[config.mk]
export PLATFORM = sky130hd
export DESIGN_NAME = vga_sync_gen
export DESIGN_NICKNAME = d
export VERILOG_FILES = /design/src/rtl/vga_sync_gen.sv
export SDC_FILE = /design/constraint.sdc
export NUM_CORES = 1
export LEC_CHECK = 0
export BUFFER_PORTS_ARGS = -buffer_cell sky130_fd_sc_hd__buf_2
export CORE_MARGIN = 1.5
export CORE_UTILIZATION = 61
export CTS_BUF_LIST = sky130_fd_sc_hd__clkbuf_8
export DETAILED_ROUTE_END_ITERATION = 8
export PLACE_DENSITY = 0.87
export SLEW_MARGIN = 10
export SYNTH_ARGS = -nofsm -noshare
export SYNTH_HDL_FRONTEND = slang
export SYNTH_SLANG_ARGS = --single-unit
[constraint.sdc]
create_clock -name i_clk -period 4.5 [get_ports i_clk]
set_clock_uncertainty 0.05 [all_clocks]
set_input_delay 0.9 -clock i_clk [delete_from_list [all_inputs] [get_ports i_clk]]
set_output_delay 0.9 -clock i_clk [all_outputs]
set_load 0.05 [all_outputs]
[src/rtl/vga_sync_gen.sv]
// vga_sync_gen: programmable video timing generator with test-pattern pixels.
// Timing inputs use the cumulative convention (width, front-porch end,
// sync end, raw total). They are shadowed while idle and at each frame wrap,
// so changes made mid-frame take effect at the next frame.
module vga_sync_gen #(
  parameter logic OPT_INVERT_HSYNC = 1'b1,
  parameter logic OPT_INVERT_VSYNC = 1'b1
) (
  input  logic        i_clk,
  input  logic        i_reset_n,
  input  logic        i_en,
  input  logic [15:0] i_width,
  input  logic [15:0] i_hfront,
  input  logic [15:0] i_hsync,
  input  logic [15:0] i_raw_width,
  input  logic [15:0] i_height,
  input  logic [15:0] i_vfront,
  input  logic [15:0] i_vsync,
  input  logic [15:0] i_raw_height,
  output logic        o_pix_valid,
  output logic        o_hsync,
  output logic        o_vsync,
  output logic [22:0] o_pixel,
  output logic        o_frame_start,
  output logic        o_err
);

  typedef enum logic {IDLE, RUN} state_t;

  state_t      state;
  logic [15:0] hpos;
  logic [15:0] vpos;
  logic [6:0]  frame;

  logic [15:0] s_width;
  logic [15:0] s_hfront;
  logic [15:0] s_hsync;
  logic [15:0] s_raw_width;
  logic [15:0] s_height;
  logic [15:0] s_vfront;
  logic [15:0] s_vsync;
  logic [15:0] s_raw_height;

  logic in_valid;
  logic line_end;
  logic frame_end;
  logic pv;
  logic hs;
  logic vs;

  // Validity of the live timing inputs (all comparisons unsigned 16-bit).
  always_comb begin
    in_valid = (i_width != '0) && (i_width <= i_hfront) &&
               (i_hfront < i_hsync) && (i_hsync <= i_raw_width) &&
               (i_height != '0) && (i_height <= i_vfront) &&
               (i_vfront < i_vsync) && (i_vsync <= i_raw_height);
  end

  // Line and frame end detection against the shadowed totals.
  always_comb begin
    line_end  = (hpos == s_raw_width - 16'd1);
    frame_end = line_end && (vpos == s_raw_height - 16'd1);
  end

  // Pixel-position decode from the current counters and shadow timing.
  always_comb begin
    pv = (hpos < s_width) && (vpos < s_height);
    hs = (hpos >= s_hfront) && (hpos < s_hsync);
    vs = (vpos >= s_vfront) && (vpos < s_vsync);
  end

  // State machine, counters, shadow timing registers and error flag.
  always_ff @(posedge i_clk or negedge i_reset_n) begin
    if (!i_reset_n) begin
      state        <= IDLE;
      hpos         <= '0;
      vpos         <= '0;
      frame        <= '0;
      o_err        <= 1'b0;
      s_width      <= '0;
      s_hfront     <= '0;
      s_hsync      <= '0;
      s_raw_width  <= '0;
      s_height     <= '0;
      s_vfront     <= '0;
      s_vsync      <= '0;
      s_raw_height <= '0;
    end else begin
      case (state)
        IDLE: begin
          hpos         <= '0;
          vpos         <= '0;
          frame        <= '0;
          o_err        <= !in_valid;
          s_width      <= i_width;
          s_hfront     <= i_hfront;
          s_hsync      <= i_hsync;
          s_raw_width  <= i_raw_width;
          s_height     <= i_height;
          s_vfront     <= i_vfront;
          s_vsync      <= i_vsync;
          s_raw_height <= i_raw_height;
          if (i_en && in_valid) state <= RUN;
        end
        RUN: begin
          if (frame_end) begin
            s_width      <= i_width;
            s_hfront     <= i_hfront;
            s_hsync      <= i_hsync;
            s_raw_width  <= i_raw_width;
            s_height     <= i_height;
            s_vfront     <= i_vfront;
            s_vsync      <= i_vsync;
            s_raw_height <= i_raw_height;
          end
          if (!i_en) begin
            // Abort: a disable coinciding with the wrap still reports the
            // validity of the newly latched timing.
            state <= IDLE;
            hpos  <= '0;
            vpos  <= '0;
            frame <= '0;
            if (frame_end) o_err <= !in_valid;
          end else if (frame_end) begin
            hpos  <= '0;
            vpos  <= '0;
            frame <= frame + 7'd1;
            if (!in_valid) begin
              state <= IDLE;
              o_err <= 1'b1;
            end
          end else if (line_end) begin
            hpos <= '0;
            vpos <= vpos + 16'd1;
          end else begin
            hpos <= hpos + 16'd1;
          end
        end
        default: state <= IDLE;
      endcase
    end
  end

  // Registered outputs, one clock behind the counters; inactive unless running.
  always_ff @(posedge i_clk or negedge i_reset_n) begin
    if (!i_reset_n) begin
      o_pix_valid   <= 1'b0;
      o_hsync       <= OPT_INVERT_HSYNC;
      o_vsync       <= OPT_INVERT_VSYNC;
      o_pixel       <= '0;
      o_frame_start <= 1'b0;
    end else if (state == RUN && i_en) begin
      o_pix_valid   <= pv;
      o_hsync       <= hs ^ OPT_INVERT_HSYNC;
      o_vsync       <= vs ^ OPT_INVERT_VSYNC;
      o_pixel       <= pv ? {hpos[7:0], vpos[7:0], frame} : '0;
      o_frame_start <= pv && (hpos == '0) && (vpos == '0);
    end else begin
      o_pix_valid   <= 1'b0;
      o_hsync       <= OPT_INVERT_HSYNC;
      o_vsync       <= OPT_INVERT_VSYNC;
      o_pixel       <= '0;
      o_frame_start <= 1'b0;
    end
  end

endmodule

# After elaboration in Yosys (flattened, before gate mapping)
# Index checks and enable logic that the tools add are counted.
[op_classes] magnitude_cmp=12 bitwise_logic=3 shift=0 n_mux=43 mul=0 n_div=0 add_sub_neg=5 reduce_logical=21 eq_ne=6
[ops] cell="one-hot mux 16 bit (2 select lines)" count=10
[ops] cell="2-to-1 mux 16 bit" count=14
[ops] cell="less-than comparator 16 bit" count=6
[ops] cell="<= comparator 16 bit" count=4
[ops] cell="2-to-1 mux 23 bit" count=2
[ops] cell="adder 16 x 1 -> 16 bit, second input constant" count=2
[ops] cell="equality test 16 bit" count=2
[ops] cell="greater-or-equal comparator 16 bit" count=2
[ops] cell="zero test 16 bit" count=2
[ops] cell="nonzero test 16 bit" count=2
[ops] cell="subtractor 16 x 1 -> 16 bit, second input constant" count=2
[ops] cell="logical AND 1 bit" count=15
[ops] cell="2-to-1 mux 7 bit" count=2
[ops] cell="one-hot mux 7 bit (2 select lines)" count=1
[ops] cell="2-to-1 mux 1 bit" count=12
[ops] cell="adder 7 x 1 -> 7 bit, second input constant" count=1
[ops] cell="!= test 4 x 2 -> 1 bit, second input constant" count=1
[ops] cell="one-hot mux 1 bit (2 select lines)" count=2
[ops] cell="!= test 3 x 2 -> 1 bit, second input constant" count=1
[ops] cell="!= test 3 bit, second input constant" count=1
[ops] cell="NOT 1 bit" count=3
[ops] cell="!= test 2 x 1 -> 1 bit, second input constant" count=1
[ops] cell="AND reduction 2 bit" count=1
[ops] cell="zero test 1 bit" count=1
[totals] out_inout_bits=28 memories=0 mem_bits_ro=0 ram_bits=0 elab_cells=108 latchBits=0 regBits=196 in_bits=131

# Longest topological paths before layout
# Gate-level depths: netlist (run 1).
[logic_depth] word_depth=12 depth_mapped=15 ltp_nobuf=11

# Worst setup path after synthesis (run 1)
# OpenSTA, ideal clock, no wires.
[synth_path] path_kind="register to register" from="register s_raw_height[2]" to="register s_height[0]" path_buffers=3 path_stages_with_launch=12 period_less_slack_ns=3.487 slack_ns=1.013 t_arrival_ns=3.313 path_cell_list="dfrtp_1 -> buf_6 -> or3_4 -> or4_4 -> a2111oi_4 -> o2111ai_1 -> or4b_1 -> nor4_2 -> nand2b_1 -> buf_2 -> buf_2 -> mux2_2"
[synth_via] elab_chain_cells=4
[synth_rtl] item="start: declaration" line_no="42" text="logic [15:0] s_raw_height;"
[synth_rtl] item="start signal: assignment" line_no="102" text="s_raw_height <= i_raw_height;"
[synth_rtl] item="start signal: assignment" line_no="114" text="s_raw_height <= i_raw_height;"
[synth_rtl] item="subtractor 16 x 1 -> 16 bit" line_no="62" text="frame_end = line_end && (vpos == s_raw_height - 16'd1);"
[synth_rtl] item="equality test 16 bit" line_no="62"
[synth_rtl] item="logical AND 1 bit" line_no="62"
[synth_rtl] item="!= test 2 x 1 -> 1 bit (no source line)"
[synth_rtl] item="end signal: assignment" line_no="99" text="s_height <= i_height;"
[synth_rtl] item="end signal: assignment" line_no="111" text="s_height <= i_height;"
[synth_rtl] item="end: declaration" line_no="39" text="logic [15:0] s_height;"
# No other way between the ends.
# A chain may end at the register's enable or synchronous reset.

# Worst setup path in the final report (run 1)
[layout_path] from="register s_raw_height[0]" to="register s_raw_height[15]"
[layout_via] elab_chain_cells=4
[layout_rtl] item="subtractor 16 x 1 -> 16 bit" line_no="62"
[layout_rtl] item="equality test 16 bit" line_no="62"
[layout_rtl] item="logical AND 1 bit" line_no="62"
[layout_rtl] item="!= test 2 x 1 -> 1 bit (no source line)"
# No other way between the ends.

==> results.json, run 1 <==
{
  "status": "complete, no violations",
  "root_buffer": "clkbuf_8",
  "layout_commonest_cell": "inv_1",
  "finalSetupTns_ns": 0,
  "cp_common_cell": "or4b_1",
  "viasPerCell": 6.04,
  "wl_per_cell_um": 18.9,
  "drv_cap": 0,
  "grt_pass1_vias": 11300,
  "netlist_area_sq_um": 13400,
  "drive_above_1_share": 0.158,
  "tightestPinTransition_ns": 1.03,
  "p_leak_nw": 8.09,
  "gp_congestion": 0.941,
  "worstReg2RegStart": "s_raw_height[0]",
  "pin_count": 159,
  "core_sq_um": 21700,
  "yosys_register_bits": 196,
  "clock_path_buffers": 2,
  "cts_buffers": 17,
  "drc": 0,
  "path_buf_inv": 2,
  "max_stage_delay_ns": 0.68,
  "slew_violations": 0,
  "syn_avg_cell_area_sq_um": 9.08,
  "dr.pass1.iters": 7,
  "track_usage": 0.328,
  "vdd_drop_max_mv": 0.208,
  "worstSkewPairLatency_ns": 0.49,
  "powerDensity_nw_per_um2": 260,
  "fillers": 1610,
  "cts_tree": "built",
  "finalCritPeriodShare": 0.921,
  "worst-setup-path-type": "flip-flop to flip-flop",
  "required_ns": 4.83,
  "grt_pass1_wl_um": 57700,
  "gr-total-overflow": 0,
  "worst-path-max-fanout": 55,
  "final_cells": 1911,
  "cts_setup_buffers": 0,
  "critPathCaptureType": "flip-flop",
  "ys_seq_area_frac": 0.367,
  "start_util": 0.617,
  "synth_edf_count": 0,
  "drt_iter0_markers": 850,
  "ctsHoldBuffers": 0,
  "ctsResizeCount": 0,
  "crit_family": "simple AND/OR/NAND/NOR gates",
  "wirelength_um": 36100,
  "synthCells": 1475,
  "dp_cells": 1878,
  "slew_headroom": 0.298,
  "hp-class": "primary input to asynchronous set/reset pin",
  "critical_path.startpoint": "s_raw_height[0]",
  "num_rows": 54,
  "reg2regPathDepth": 11,
  "cp.depth": 11,
  "antenna_found_initial": 1,
  "power_mw": 3.87,
  "path_cells": "inv_1 -> ha_1 -> nor4b_1 -> or4b_1 -> a21oi_1 -> o21ai_0 -> or4b_1 -> nor4_2 -> nand2b_4 -> buf_12 -> mux2_2",
  "placed_cell_area_sq_um": 14500,
  "syn2layout_area_growth_pct": 11.3,
  "rsz0062_at_grt": "false",
  "fmax_mhz": 241,
  "die_y_um": 151,
  "vias": 11500,
  "setup_viol": 0,
  "worstSetupStartpointType": "flip-flop",
  "fin_crit_ns": 4.15,
  "synth_nets": 1799,
  "port_buffers": 158,
  "path_clk_slew_ns": 0.11,
  "final_area_sq_um": 14900,
  "ant_nets": 0,
  "grt_max_degree": 110,
  "clock_sinks": 196,
  "die_w_um": 151,
  "hpwl_um": 27700,
  "ys.warnings.count": 0,
  "worstPathArrival_ns": 4.47,
  "final_nets": 1941,
  "die_area_sq_um": 22800,
  "cp_slowest_cell": "nor4b_1",
  "htreeDepth": 4,
  "final_cell_mix": "203 x inv_1, 194 x dfrtp_1, 193 x ha_1, 157 x buf_2, 122 x nand2_1",
  "synth_flop_cell": "dfrtp_1",
  "hold_viol": 0,
  "async_flop_share": 1.00,
  "synth_cell_types": 69
}
[cell usage after synthesis (24+ instances only)]
| master | n | area [sq um] |
|---|---|---|
| a21o_1 | 52 | 390 |
| a21oi_1 | 47 | 235 |
| and3_1 | 34 | 213 |
| buf_2 | 27 | 135 |
| clkbuf_1 | 24 | 90.1 |
| dfrtp_1 | 194 | 4850 |
| ha_1 | 193 | 2410 |
| inv_1 | 203 | 762 |
| mux2_2 | 34 | 383 |
| nand2_1 | 122 | 458 |
| nand3_1 | 31 | 155 |
| nand4_1 | 42 | 263 |
| nor2_1 | 66 | 248 |
| o21ai_0 | 119 | 596 |
| xnor2_1 | 43 | 377 |
[stage by stage]
| stage | util | setup WS (ns) | hold WS [ns] |
|---|---|---|---|
| 2_1_floorplan | - | 1.01 | 0.432 |
| 3_3_place_gp | 0.668 | 0.565 | 0.444 |
| 3_5_place_dp | 0.668 | 0.488 | 0.451 |
| 4_1_cts | 0.687 | 0.427 | 0.476 |
| 5_1_grt | 0.687 | 0.0809 | 0.495 |
| 6_report | 0.687 | 0.354 | 0.407 |
[report_power, final]
| part | leakage, nW | switching [mW] | total [mW] | internal, mW |
|---|---|---|---|---|
| clock network | 0.206 | 0.711 | 1.19 | 0.480 |
| registers | 2.44 | 0.0650 | 1.93 | 1.87 |
| logic | 5.45 | 0.446 | 0.750 | 0.304 |
| total | 8.09 | 1.22 | 3.87 | 2.65 |
[layer usage]
metal  vias up  global-route usage  share of wire
li1       5390                   -              -
met1      5508               0.414           0.40
met2       517               0.539           0.48
met3       120              0.0705          0.081
met4         0               0.151          0.041
met5         -                   0              0
[cell type report]
| cell class | count | area (sq um) | area share |
|---|---|---|---|
| multi-input cells | 1022 | 7480 | 0.502 |
| flip-flops and latches | 196 | 4910 | 0.329 |
| repair buffers | 177 | 992 | 0.0666 |
| inverters | 203 | 762 | 0.0511 |
| well taps | 280 | 350 | 0.0235 |
| clock buffers | 18 | 248 | 0.0166 |
| clock inverters | 14 | 161 | 0.0108 |
| diodes | 1 | 2.50 | 0.000168 |
[sequential cells by signal (all words and copies together), names as in the netlist]
register and flops:
frame 7, s_height 16, o_vsync 1, hpos 16, state 1, s_width 16, s_vfront 16, vpos 16
o_pixel 23, s_vsync 16, s_raw_width 16, o_hsync 1, s_hsync 16, s_hfront 16, o_err 1, o_frame_start 1
o_pix_valid 1, s_raw_height 16
[path summary, 6_finish.rpt]
| kind | slack [ns] | to |
|---|---|---|
| min in group i_clk | 0.47 | s_height[0] |
| min | 0.41 | s_vsync[2] |
| max reg2reg | 0.35 | s_raw_height[15] |
| max in group asynchronous | 3.01 | o_pixel[8] |
| min reg2reg | 0.47 | s_height[0] |
| max | 0.35 | s_raw_height[15] |
[cells by family (layout without fill, tap and decap cells)]
logic type	Yosys count	in the layout	share of synthesized area
and+or+nand+nor	417	417	0.162
muxes	35	35	0.0293
xor gates and xnor gates	65	65	0.0425
adders and majority gates	193	193	0.180
other	0	1	0
DFF	196	196	0.367
AOI/OAI and AO/OA	312	312	0.144
buffers and inverters	257	412	0.0754
[worst reg2reg max path: stages, from the launching register on]
cell and delay [ns]:
dfrtp_1 0.44, inv_1 0.10, ha_1 0.32, nor4b_1 0.68, or4b_1 0.51, a21oi_1 0.14
o21ai_0 0.11, or4b_1 0.49, nor4_2 0.24, nand2b_4 0.29, buf_12 0.27, mux2_2 0.39
Power figures use the tool's default switching activity.
==> inputs of run 2 (changes only) <==
Settings changed: CELL_PAD_IN_SITES_DETAIL_PLACEMENT from default to 0, CELL_PAD_IN_SITES_GLOBAL_PLACEMENT from default to 1, CORE_UTILIZATION 61 to 47.
==> results.json, run 2 (synthesis results as in run 1) <==
{
  "status": "complete, no violations",
  "path_buf_inv": 3,
  "start_util": 0.479,
  "slew_headroom": 0.355,
  "power_mw": 3.80,
  "tightestPinTransition_ns": 0.959,
  "drc": 0,
  "pre_cts_ws_ns": 0.486,
  "cts_setup_buffers": 0,
  "p_leak_nw": 8.12,
  "seqCellArea_sq_um": 4910,
  "core_sq_um": 27900,
  "worstSkewPairLatency_ns": 0.49,
  "viasPerCell": 5.54,
  "worstSetupStartpointType": "flip-flop",
  "clock_sinks": 196,
  "finalWorstSetupSlack_ns": 0.442,
  "critPathCaptureType": "flip-flop",
  "clock_path_buffers": 2,
  "antenna_found_initial": 0,
  "ant_nets": 0,
  "required_ns": 4.86,
  "powerDensity_nw_per_um2": 253,
  "wl_per_cell_um": 17.9,
  "worstPathArrival_ns": 4.42,
  "dr.pass1.iters": 5,
  "die_y_um": 172,
  "final_nets": 1946,
  "setup_viol": 0,
  "drive_above_1_share": 0.160,
  "fmax_mhz": 246,
  "largest_register_ffs": 23,
  "hp-class": "primary input to asynchronous set/reset pin",
  "wirelength_um": 36100,
  "drv_cap": 0,
  "cts_buffers": 17,
  "slew_violations": 0,
  "gr-total-overflow": 0,
  "p_clk_frac": 0.297,
  "layout_commonest_cell": "inv_1",
  "sw_frac_of_total": 0.322,
  "path_cells": "inv_1 -> ha_1 -> nor4b_1 -> or4b_1 -> a21oi_1 -> o21ai_0 -> or4b_1 -> nor4_2 -> nand2b_4 -> buf_12 -> buf_12 -> nand2_1 -> o21ai_0",
  "switchingPower_mw": 1.22,
  "top_register": "o_pixel",
  "drt_iter0_markers": 796,
  "final_area_sq_um": 15000,
  "htreeDepth": 4,
  "num_rows": 61,
  "vias": 11200,
  "grt_pass1_wl_um": 57800,
  "grt_max_degree": 95,
  "max_stage_delay_ns": 0.63,
  "cts_tree": "built",
  "syn2layout_area_growth_pct": 12.4,
  "antenna_cells": 0,
  "crit_family": "simple AND/OR/NAND/NOR gates",
  "finalCritPeriodShare": 0.902,
  "final_cells": 2013,
  "finalSetupTns_ns": 0,
  "multiInputGateArea_sq_um": 7480,
  "p_comb_frac": 0.195,
  "cp_slowest_cell": "nor4b_1",
  "hpwl_um": 28100,
  "worst-path-max-fanout": 60,
  "gp_congestion": 0.872,
  "track_usage": 0.255,
  "ctsHoldBuffers": 0,
  "rsz0062_at_grt": "false",
  "ctsResizeCount": 0,
  "worst-setup-path-type": "flip-flop to flip-flop",
  "grt_pass1_vias": 10700,
  "p_int_mw": 2.58,
  "fillers": 2635,
  "placed_cell_area_sq_um": 14700,
  "path_clk_slew_ns": 0.11,
  "hold_viol": 0,
  "root_buffer": "clkbuf_8",
  "pin_count": 159,
  "final_cell_mix": "205 x inv_1, 194 x dfrtp_1, 193 x ha_1, 157 x buf_2, 122 x nand2_1",
  "die_w_um": 172,
  "vdd_drop_max_mv": 0.162,
  "die_area_sq_um": 29500,
  "seqPwrFrac": 0.508,
  "dp_cells": 1981,
  "fin_crit_ns": 4.06,
  "port_buffers": 158
}
## run 2: cell types whose count changed in the layout (fill, tap and decap cells not counted), sizes merged
cell,before,now
clkinvlp,1,0
bufinv,1,0
clkbuf,19,18
diode,1,0
inv,210,214
clkinv,5,4
buf,176,181
## run 2: metrics by stage
step,utilization,hold slack (ns)
5_1_grt,0.539,0.482
3_5_place_dp,0.525,0.453
4_1_cts,0.539,0.453
3_3_place_gp,0.525,0.443
2_1_floorplan,-,0.432
6_report,0.539,0.425
## run 2: final cells by class
type | count | share of cell area
Timing Repair Buffer | 182 | 0.0693
Sequential cell | 196 | 0.326
Tap cell | 378 | 0.0314
Clock inverter | 15 | 0.00965
Multi-Input combinational cell | 1022 | 0.497
Clock buffer | 17 | 0.0156
Inverter | 203 | 0.0507
## run 2: path summary, 6_finish.rpt
| path | from | endpoint | slack (ns) | depth (start not counted) |
|---|---|---|---|---|
| max reg2reg | s_raw_height[0] | s_raw_width[0] | 0.44 | 13 |
| min reg2reg | s_hsync[0] | s_hsync[0] | 0.48 | 1 |
| min | i_reset_n | frame[5] | 0.43 | 1 |
| min in group i_clk | s_hsync[0] | s_hsync[0] | 0.48 | 1 |
| max in group asynchronous | i_reset_n | vpos[2] | 3.11 | 2 |
| max | s_raw_height[0] | s_raw_width[0] | 0.44 | 13 |
## run 2: power by group through the flow
stage	logic, mW	registers (mW)	clock network (mW)
5_1_grt	0.846	1.94	1.23
2_1_floorplan	0.462	1.95	0
4_1_cts	0.745	1.93	1.15
3_5_place_dp	0.739	1.97	0
6_report	0.741	1.93	1.13
3_3_place_gp	0.713	1.96	0
## run 2: metal layers
layer	vias to the layer above	wire, um	global-route usage	share of wire
met5	-	0	0	0
met4	0	879	0.0820	0.024
met3	51	1980	0.0341	0.055
met2	334	16100	0.399	0.45
met1	5366	17100	0.364	0.48
li1	5407	-	-	-
